[config.mk]
export PLATFORM = sky130hd
export DESIGN_NAME = instruction_fetch_flat
export DESIGN_NICKNAME = d
export VERILOG_FILES = /design/src/rtl/instruction_fetch_if.sv /design/src/rtl/instruction_fetch.sv /design/src/flat_wrapper.sv
export SDC_FILE = /design/constraint.sdc
export NUM_CORES = 1
export LEC_CHECK = 0
export BUFFER_PORTS_ARGS = -buffer_cell sky130_fd_sc_hd__buf_2
export CORE_ASPECT_RATIO = 0.7
export CORE_MARGIN = 8
export CORE_UTILIZATION = 49
export DETAILED_ROUTE_END_ITERATION = 8
export PLACE_DENSITY = 0.95
export SYNTH_ARGS = -nofsm -noshare
export SYNTH_HDL_FRONTEND = slang
export SYNTH_SLANG_ARGS = --single-unit
[constraint.sdc]
create_clock -name clk -period 5.8 [get_ports clk]
set_input_delay 0.58 -clock clk [delete_from_list [all_inputs] [get_ports clk]]
set_output_delay 0.58 -clock clk [all_outputs]
set_load 0.01 [all_outputs]
[src/rtl/instruction_fetch_if.sv]
// ---------------------------------------------------------------------------
// instruction_fetch_if
// Instruction-memory read bus between the fetch unit and instruction memory.
//
// Handshake: the master raises imemReq with imemAddr and holds both steady
// until the slave answers with imemAck=1 for one cycle, at which point
// imemData carries the read word. A request completes on the rising edge
// where imemReq=1 and imemAck=1; imemAck while imemReq=0 carries no meaning.
//
// Signals:
//   imemReq  (master->slave)  read request
//   imemAddr (master->slave)  32-bit word address
//   imemAck  (slave->master)  read data valid this cycle
//   imemData (slave->master)  32-bit read data
// ---------------------------------------------------------------------------
interface instruction_fetch_if;
  logic        imemReq;
  logic [31:0] imemAddr;
  logic        imemAck;
  logic [31:0] imemData;

  modport master (
    output imemReq,
    output imemAddr,
    input  imemAck,
    input  imemData
  );

  modport slave (
    input  imemReq,
    input  imemAddr,
    output imemAck,
    output imemData
  );
endinterface

[src/rtl/instruction_fetch.sv]
// ---------------------------------------------------------------------------
// instruction_fetch
// Fetches one instruction at a time from instruction memory, presents it to
// the decoder with a valid/ready handshake, and advances the pc on consume
// (pc+4, or branchTarget when branch&zero).
//
// Optional feature macro: IFETCH_MISALIGN_TRAP_EN
//   defined   : a taken branch to a non word-aligned target freezes the pc,
//               sets the sticky misaligned flag and parks the FSM in TRAP.
//   undefined : target bits [1:0] are forced to zero, misaligned is tied 0.
//
// Ports:
//   clk, reset       single clock, synchronous active-high reset
//   imem             instruction_fetch_if.master (imemReq/imemAddr/imemAck/imemData)
//   instruction      registered fetched instruction (NOP after reset)
//   opcode           instruction[6:0]
//   instrValid       instruction/opcode valid to downstream
//   instrReady       downstream consumes the current instruction
//   branch, zero     taken-branch condition, sampled only on consume
//   branchTarget     taken-branch target, sampled only on consume
//   pc               address of the current instruction
//   misaligned       sticky misaligned-target flag
//   o_dbg_state      current FSM state encoding (IDLE=0 REQ=1 VALID=2 TRAP=3)
//
// Downstream handshake: instrValid=1 holds instruction/pc stable until a
// rising edge with instrReady=1; that edge consumes the instruction.
// ---------------------------------------------------------------------------
module instruction_fetch #(
  parameter logic [31:0] RESET_PC = 32'h0000_0000
) (
  input  logic                       clk,
  input  logic                       reset,
  instruction_fetch_if.master        imem,
  output logic [31:0]                instruction,
  output logic [6:0]                 opcode,
  output logic                       instrValid,
  input  logic                       instrReady,
  input  logic                       branch,
  input  logic                       zero,
  input  logic [31:0]                branchTarget,
  output logic [31:0]                pc,
  output logic                       misaligned,
  output logic [1:0]                 o_dbg_state
);

  localparam logic [31:0] NOP = 32'h0000_0013;

`ifdef IFETCH_MISALIGN_TRAP_EN
  typedef enum logic [1:0] {
    S_IDLE  = 2'd0,
    S_REQ   = 2'd1,
    S_VALID = 2'd2,
    S_TRAP  = 2'd3
  } state_t;
`else
  typedef enum logic [1:0] {
    S_IDLE  = 2'd0,
    S_REQ   = 2'd1,
    S_VALID = 2'd2
  } state_t;
`endif

  state_t      r_state;
  state_t      w_next_state;
  logic [31:0] r_pc;
  logic [31:0] r_instruction;
  logic        r_misaligned;

  logic        w_consume;
  logic        w_taken;
  logic        w_bad_target;
  logic [31:0] w_target_aligned;
  logic [31:0] w_pc_plus4;

  // Branch inputs only matter on the consume edge.
  assign w_consume        = (r_state == S_VALID) && instrReady;
  assign w_taken          = branch & zero;
  assign w_target_aligned = branchTarget & 32'hFFFF_FFFC;
  assign w_pc_plus4       = r_pc + 32'd4;   // wraps modulo 2^32

`ifdef IFETCH_MISALIGN_TRAP_EN
  assign w_bad_target = w_taken && (branchTarget[1:0] != 2'b00);
`else
  assign w_bad_target = 1'b0;
`endif

  // -------------------------------------------------------------------------
  // FSM: state register
  // -------------------------------------------------------------------------
  always_ff @(posedge clk) begin
    if (reset) begin
      r_state <= S_IDLE;
    end else begin
      r_state <= w_next_state;
    end
  end

  // -------------------------------------------------------------------------
  // FSM: next-state logic
  // -------------------------------------------------------------------------
  always_comb begin
    w_next_state = r_state;
    case (r_state)
      S_IDLE:  w_next_state = S_REQ;
      S_REQ:   if (imem.imemAck) w_next_state = S_VALID;
      S_VALID: begin
        if (instrReady) begin
`ifdef IFETCH_MISALIGN_TRAP_EN
          if (w_bad_target) w_next_state = S_TRAP;
          else              w_next_state = S_REQ;
`else
          w_next_state = S_REQ;
`endif
        end
      end
`ifdef IFETCH_MISALIGN_TRAP_EN
      S_TRAP:  w_next_state = S_TRAP;   // only reset leaves TRAP
`endif
      default: w_next_state = S_IDLE;
    endcase
  end

  // -------------------------------------------------------------------------
  // FSM: outputs
  // -------------------------------------------------------------------------
  always_comb begin
    imem.imemReq = 1'b0;
    instrValid   = 1'b0;
    case (r_state)
      S_REQ:   imem.imemReq = 1'b1;
      S_VALID: instrValid   = 1'b1;
      default: begin
        imem.imemReq = 1'b0;
        instrValid   = 1'b0;
      end
    endcase
  end

  // -------------------------------------------------------------------------
  // Datapath: pc, instruction register, sticky misaligned flag
  // -------------------------------------------------------------------------
  always_ff @(posedge clk) begin
    if (reset) begin
      r_pc          <= RESET_PC;
      r_instruction <= NOP;
      r_misaligned  <= 1'b0;
    end else begin
      // imemAck outside REQ (IDLE, VALID, TRAP) is deliberately ignored.
      if ((r_state == S_REQ) && imem.imemAck) begin
        r_instruction <= imem.imemData;
      end
      if (w_consume) begin
        if (w_bad_target) begin
          r_misaligned <= 1'b1;          // pc stays on the faulting branch
        end else if (w_taken) begin
          r_pc <= w_target_aligned;
        end else begin
          r_pc <= w_pc_plus4;
        end
      end
    end
  end

  assign imem.imemAddr = r_pc;
  assign pc            = r_pc;
  assign instruction   = r_instruction;
  assign opcode        = r_instruction[6:0];
  assign o_dbg_state   = r_state;

`ifdef IFETCH_MISALIGN_TRAP_EN
  assign misaligned = r_misaligned;
`else
  // Flag can never set without the trap feature; tie the output low.
  assign misaligned = 1'b0;
`endif

endmodule

[src/flat_wrapper.sv]
// flat-port wrapper written by rule: the top's interface ports become plain ports
module instruction_fetch_flat 
#(
  parameter logic [31:0] RESET_PC = 32'h0000_0000
)
  (clk, reset, instruction, opcode, instrValid, instrReady, branch, zero, branchTarget, pc, misaligned, o_dbg_state, imem_imemReq, imem_imemAddr, imem_imemAck, imem_imemData);
  instruction_fetch_if imem_i ();
  input  logic clk;
  input  logic reset;
  output logic [31:0] instruction;
  output logic [6:0] opcode;
  output logic instrValid;
  input  logic instrReady;
  input  logic branch;
  input  logic zero;
  input  logic [31:0] branchTarget;
  output logic [31:0] pc;
  output logic misaligned;
  output logic [1:0] o_dbg_state;
  output wire logic [$bits(imem_i.imemReq)-1:0] imem_imemReq;
  output wire logic [$bits(imem_i.imemAddr)-1:0] imem_imemAddr;
  input wire logic [$bits(imem_i.imemAck)-1:0] imem_imemAck;
  input wire logic [$bits(imem_i.imemData)-1:0] imem_imemData;
  assign imem_imemReq = imem_i.imemReq;
  assign imem_imemAddr = imem_i.imemAddr;
  assign imem_i.imemAck = imem_imemAck;
  assign imem_i.imemData = imem_imemData;
  instruction_fetch #(.RESET_PC(RESET_PC)) u_core (.clk(clk), .reset(reset), .imem(imem_i), .instruction(instruction), .opcode(opcode), .instrValid(instrValid), .instrReady(instrReady), .branch(branch), .zero(zero), .branchTarget(branchTarget), .pc(pc), .misaligned(misaligned), .o_dbg_state(o_dbg_state));
endmodule
==> key figures <==
Run status
  – Status: complete, no violations

Clocking
  – Post-CTS Setup Bufs: 0
  – CTS tree: built
  – Total CTS buffers: 9
  – H-tree levels: 3
  – Clock root cell: clkbuf_8
  – Clock Sinks: 64
  – CTS Buffer Depth: 2
  – Clk pin slew, worst setup/hold paths: 0.08 ns
  – Resized Gates After CTS: 0
  – Clk_lat worst skew: 0.33 ns
  – Post-CTS Hold Buffers: 0

Logic synthesis
  – Area leader, netlist: dfxtp_1
  – FFs w/ async S/R, synth: 0%
  – Post-Synth Adder-Cell Area: 0.361%
  – Simple-gate share of the synthesized area: 29.4%
  – Mapped Area: 3470 µm²
  – Post-synth top area share: 36.9%
  – Area contributors post-synth: dfxtp_1, nand2_1, buf_4
  – Largest family of logic cells by synthesized area: simple AND/OR/NAND/NOR gates
  – Mean Syn Cell Area: 7.54 µm²
  – Post-synthesis compound-gate area fraction: 18.5%
  – Synth Area in XOR/XNOR: 0%
  – Syn. warnings: 0
  – Netlist cell types: 45
  – Mux cell area share after synthesis: 1.48%
  – Cell count after synthesis: 460
  – Seq/Total Area, Yosys: 36.9%
  – Number of synthesized flops with an enable pin: 0
  – Main synth FF type: dfxtp_1
  – Yosys reg bits: 64

Final layout
  – Most frequent cells in the layout: buf_2, nand2_1, dfxtp_1
  – Nets@finish: 649
  – Share of cells above drive strength 1: 33.4%
  – Area Growth Syn to Fin: 22.9%
  – Leading cell type in the layout, fill and taps excluded: buf_2
  – Register area: 1280 µm²
  – Fillers: 637
  – Multi-input logic area: 1750 µm²

Place
  – Number of port buffers: 170
  – GPL Wtd Cong: 0.871
  – Detail Placement HPWL: 8080 µm

STA
  – Highest clock rate: 428 MHz
  – Tcrit/Tclk final: 40.3%
  – Hold Fails Final Rpt: 0
  – Final setup fails: 0
  – Slew margin rel.: 21.7%
  – Final min period: 2.34 ns
  – Worst Skew: 0.00640 ns
  – RSZ-0062 raised after global routing: false
  – Setup TNS: 0 ns
  – Worst Tran Pin Value: 1.17 ns
  – Worst Hold Slack: 0.453 ns
  – Slew Limit Fails: 0

Floorplanning
  – Die ar.: 10,100 µm²
  – Initial Util: 50.9%
  – Die width: 117 µm
  – # IOs: 178
  – Core region area: 6820 µm²
  – Core Rows: 25
  – Height of the die: 86.4 µm

Critical path
  – CP top delay family: simple AND/OR/NAND/NOR gates
  – Crit path top cell by count: nand3_1
  – RR Startpoint: u_core.imem.imemAddr[2]
  – R2R depth: 6
  – Reg-to-Reg End: u_core.imem.imemAddr[30]
  – CP max FO: 8
  – Critical Path Start: u_core.imem.imemAddr[2]
  – Critical path buffer and inverter count: 0
  – CP max stage delay: 0.57 ns
  – Startpoint class of the critical path: register
  – CP endpoint kind: register
  – Flop-to-flop setup slack: 3.46 ns
  – Slowest-stage cell, CP: or4_1
  – Critical-path cell list: ha_1 > nand3_1 > nor2_1 > nand3_1 > or4_1 > o211ai_1
  – WS Path Type: register to register
  – WP data required: 6.04 ns
  – Worst Path Arrival: 2.58 ns

Global route
  – First-pass GRT wire length: 17,300 µm
  – GRT Overall Usage: 21.0%
  – Initial antenna violation count: 0
  – Largest net degree at the start of global routing: 71
  – GR Overflow Total: 0
  – Number of global-route vias before repair: 3,556

Routing
  – Number of vias per cell: 5.65
  – Starting DRT DRC Count: 374
  – Met2 Routed Length: 5200 µm
  – Met3 wire length: 1670 µm
  – Total wire length: 11,200 µm
  – Routed Antenna Nets: 0
  – Via count: 3,832
  – TritonRoute pass-1 iters: 5
  – Wl on met1: 4240 µm
  – WL/cell: 16.6 µm
  – Residual DRC: 0
  – Top Layer Used: met4

Pwr
  – IR drop worst, VDD: 160 µV
  – Power per Cell Area: 234 nW/µm²
  – Leak: 1.91 nW
  – Total power: 996 µW

Min path
  – HP Start: u_core.instruction[22]
  – HP Class: register to register
  – WHS Path Cells: 2
  – Hold Path Sink: u_core.instruction[22]

Run
  – Max Cap Violations: 0
## per-layer routing
metal	up-vias	GRT usage [%]
met1	1761	25.0
met5	-	0
met3	16	9.30
met4	0	5.21
met2	225	33.9
li1	1830	-
## worst max path at each step
stage,end,depth (start not counted)
5_1_grt,u_core.imem.imemAddr[30],6
4_1_cts,u_core.imem.imemAddr[30],6
6_report,u_core.imem.imemAddr[30],6
2_1_floorplan,u_core.imem.imemAddr[31],6
3_3_place_gp,u_core.imem.imemAddr[28],6
3_5_place_dp,u_core.imem.imemAddr[30],6
## sequential cells by signal (all words and copies together) (netlist names)
signal,flops
u_core.instruction,32
u_core.imem.imemAddr,30
u_core.o_dbg_state,2
## worst register-to-register path: cells and delay by family, from the launching register on
kind | cells | cell delay [ns]
flops | 1 | 0.46
fa+ha+maj | 1 | 0.28
simple gates | 4 | 1.41
compound gates | 1 | 0.11
## cell families after synthesis
| family | count (synthesis) |
|---|---|
| AO/OA/AOI/OAI | 107 |
| adder cells (fa/ha/maj) | 1 |
| buffers and inverters | 78 |
| flip-flops | 64 |
| multiplexers | 5 |
| other | 1 |
| AND/OR/NAND/NOR | 204 |
## power breakdown
part,switching [mW],internal [mW],total [mW]
Clock,0.192,0.203,0.395
Sequential,0.0159,0.456,0.472
Combinational,0.0752,0.0533,0.128
## metrics by stage
step                      cell area [µm²]  std cells  worst slack (ns)  util (%)
after global routing                 4260        677              3.31      62.5
after CTS                            4260        677              3.47      62.5
after floorplan                      3480        464              3.87         -
final                                4260        678              3.46      62.5
after detailed placement             4060        661              3.48      59.5
after global placement               4060        661              3.58      59.5
## area by class of cell
cell class	instances	share of cell area, %
Tap cell	94	2.76
Multi-Input combinational cell	322	41.0
Inverter	6	0.528
Antenna cell	1	0.0587
Clock inverter	7	1.88
Sequential cell	64	30.1
Clock buffer	9	2.91
Timing Repair Buffer	175	20.8
## cell usage after synthesis (2+ instances only)
library cell  instances
a211oi_1              2
a21oi_1              53
a22oi_1               6
a2bb2oi_1             2
a31oi_1              10
and2_1                3
and3_1               12
and4_1                4
buf_4                42
clkbuf_1             27
dfxtp_1              64
inv_1                 6
mux2i_1               4
nand2_1              91
nand2b_1              3
nand3_1              19
nand3b_1              7
nand4_1              12
nor2_1               20
nor2b_1               2
nor3_1                8
nor4_1                5
o211ai_1              8
o21ai_0              10
o22ai_1               4
o31a_1                3
o32ai_1               5
or2_1                 2
or3_1                 3
or4_1                 8
Note: power is estimated with default switching activity, not from simulation.
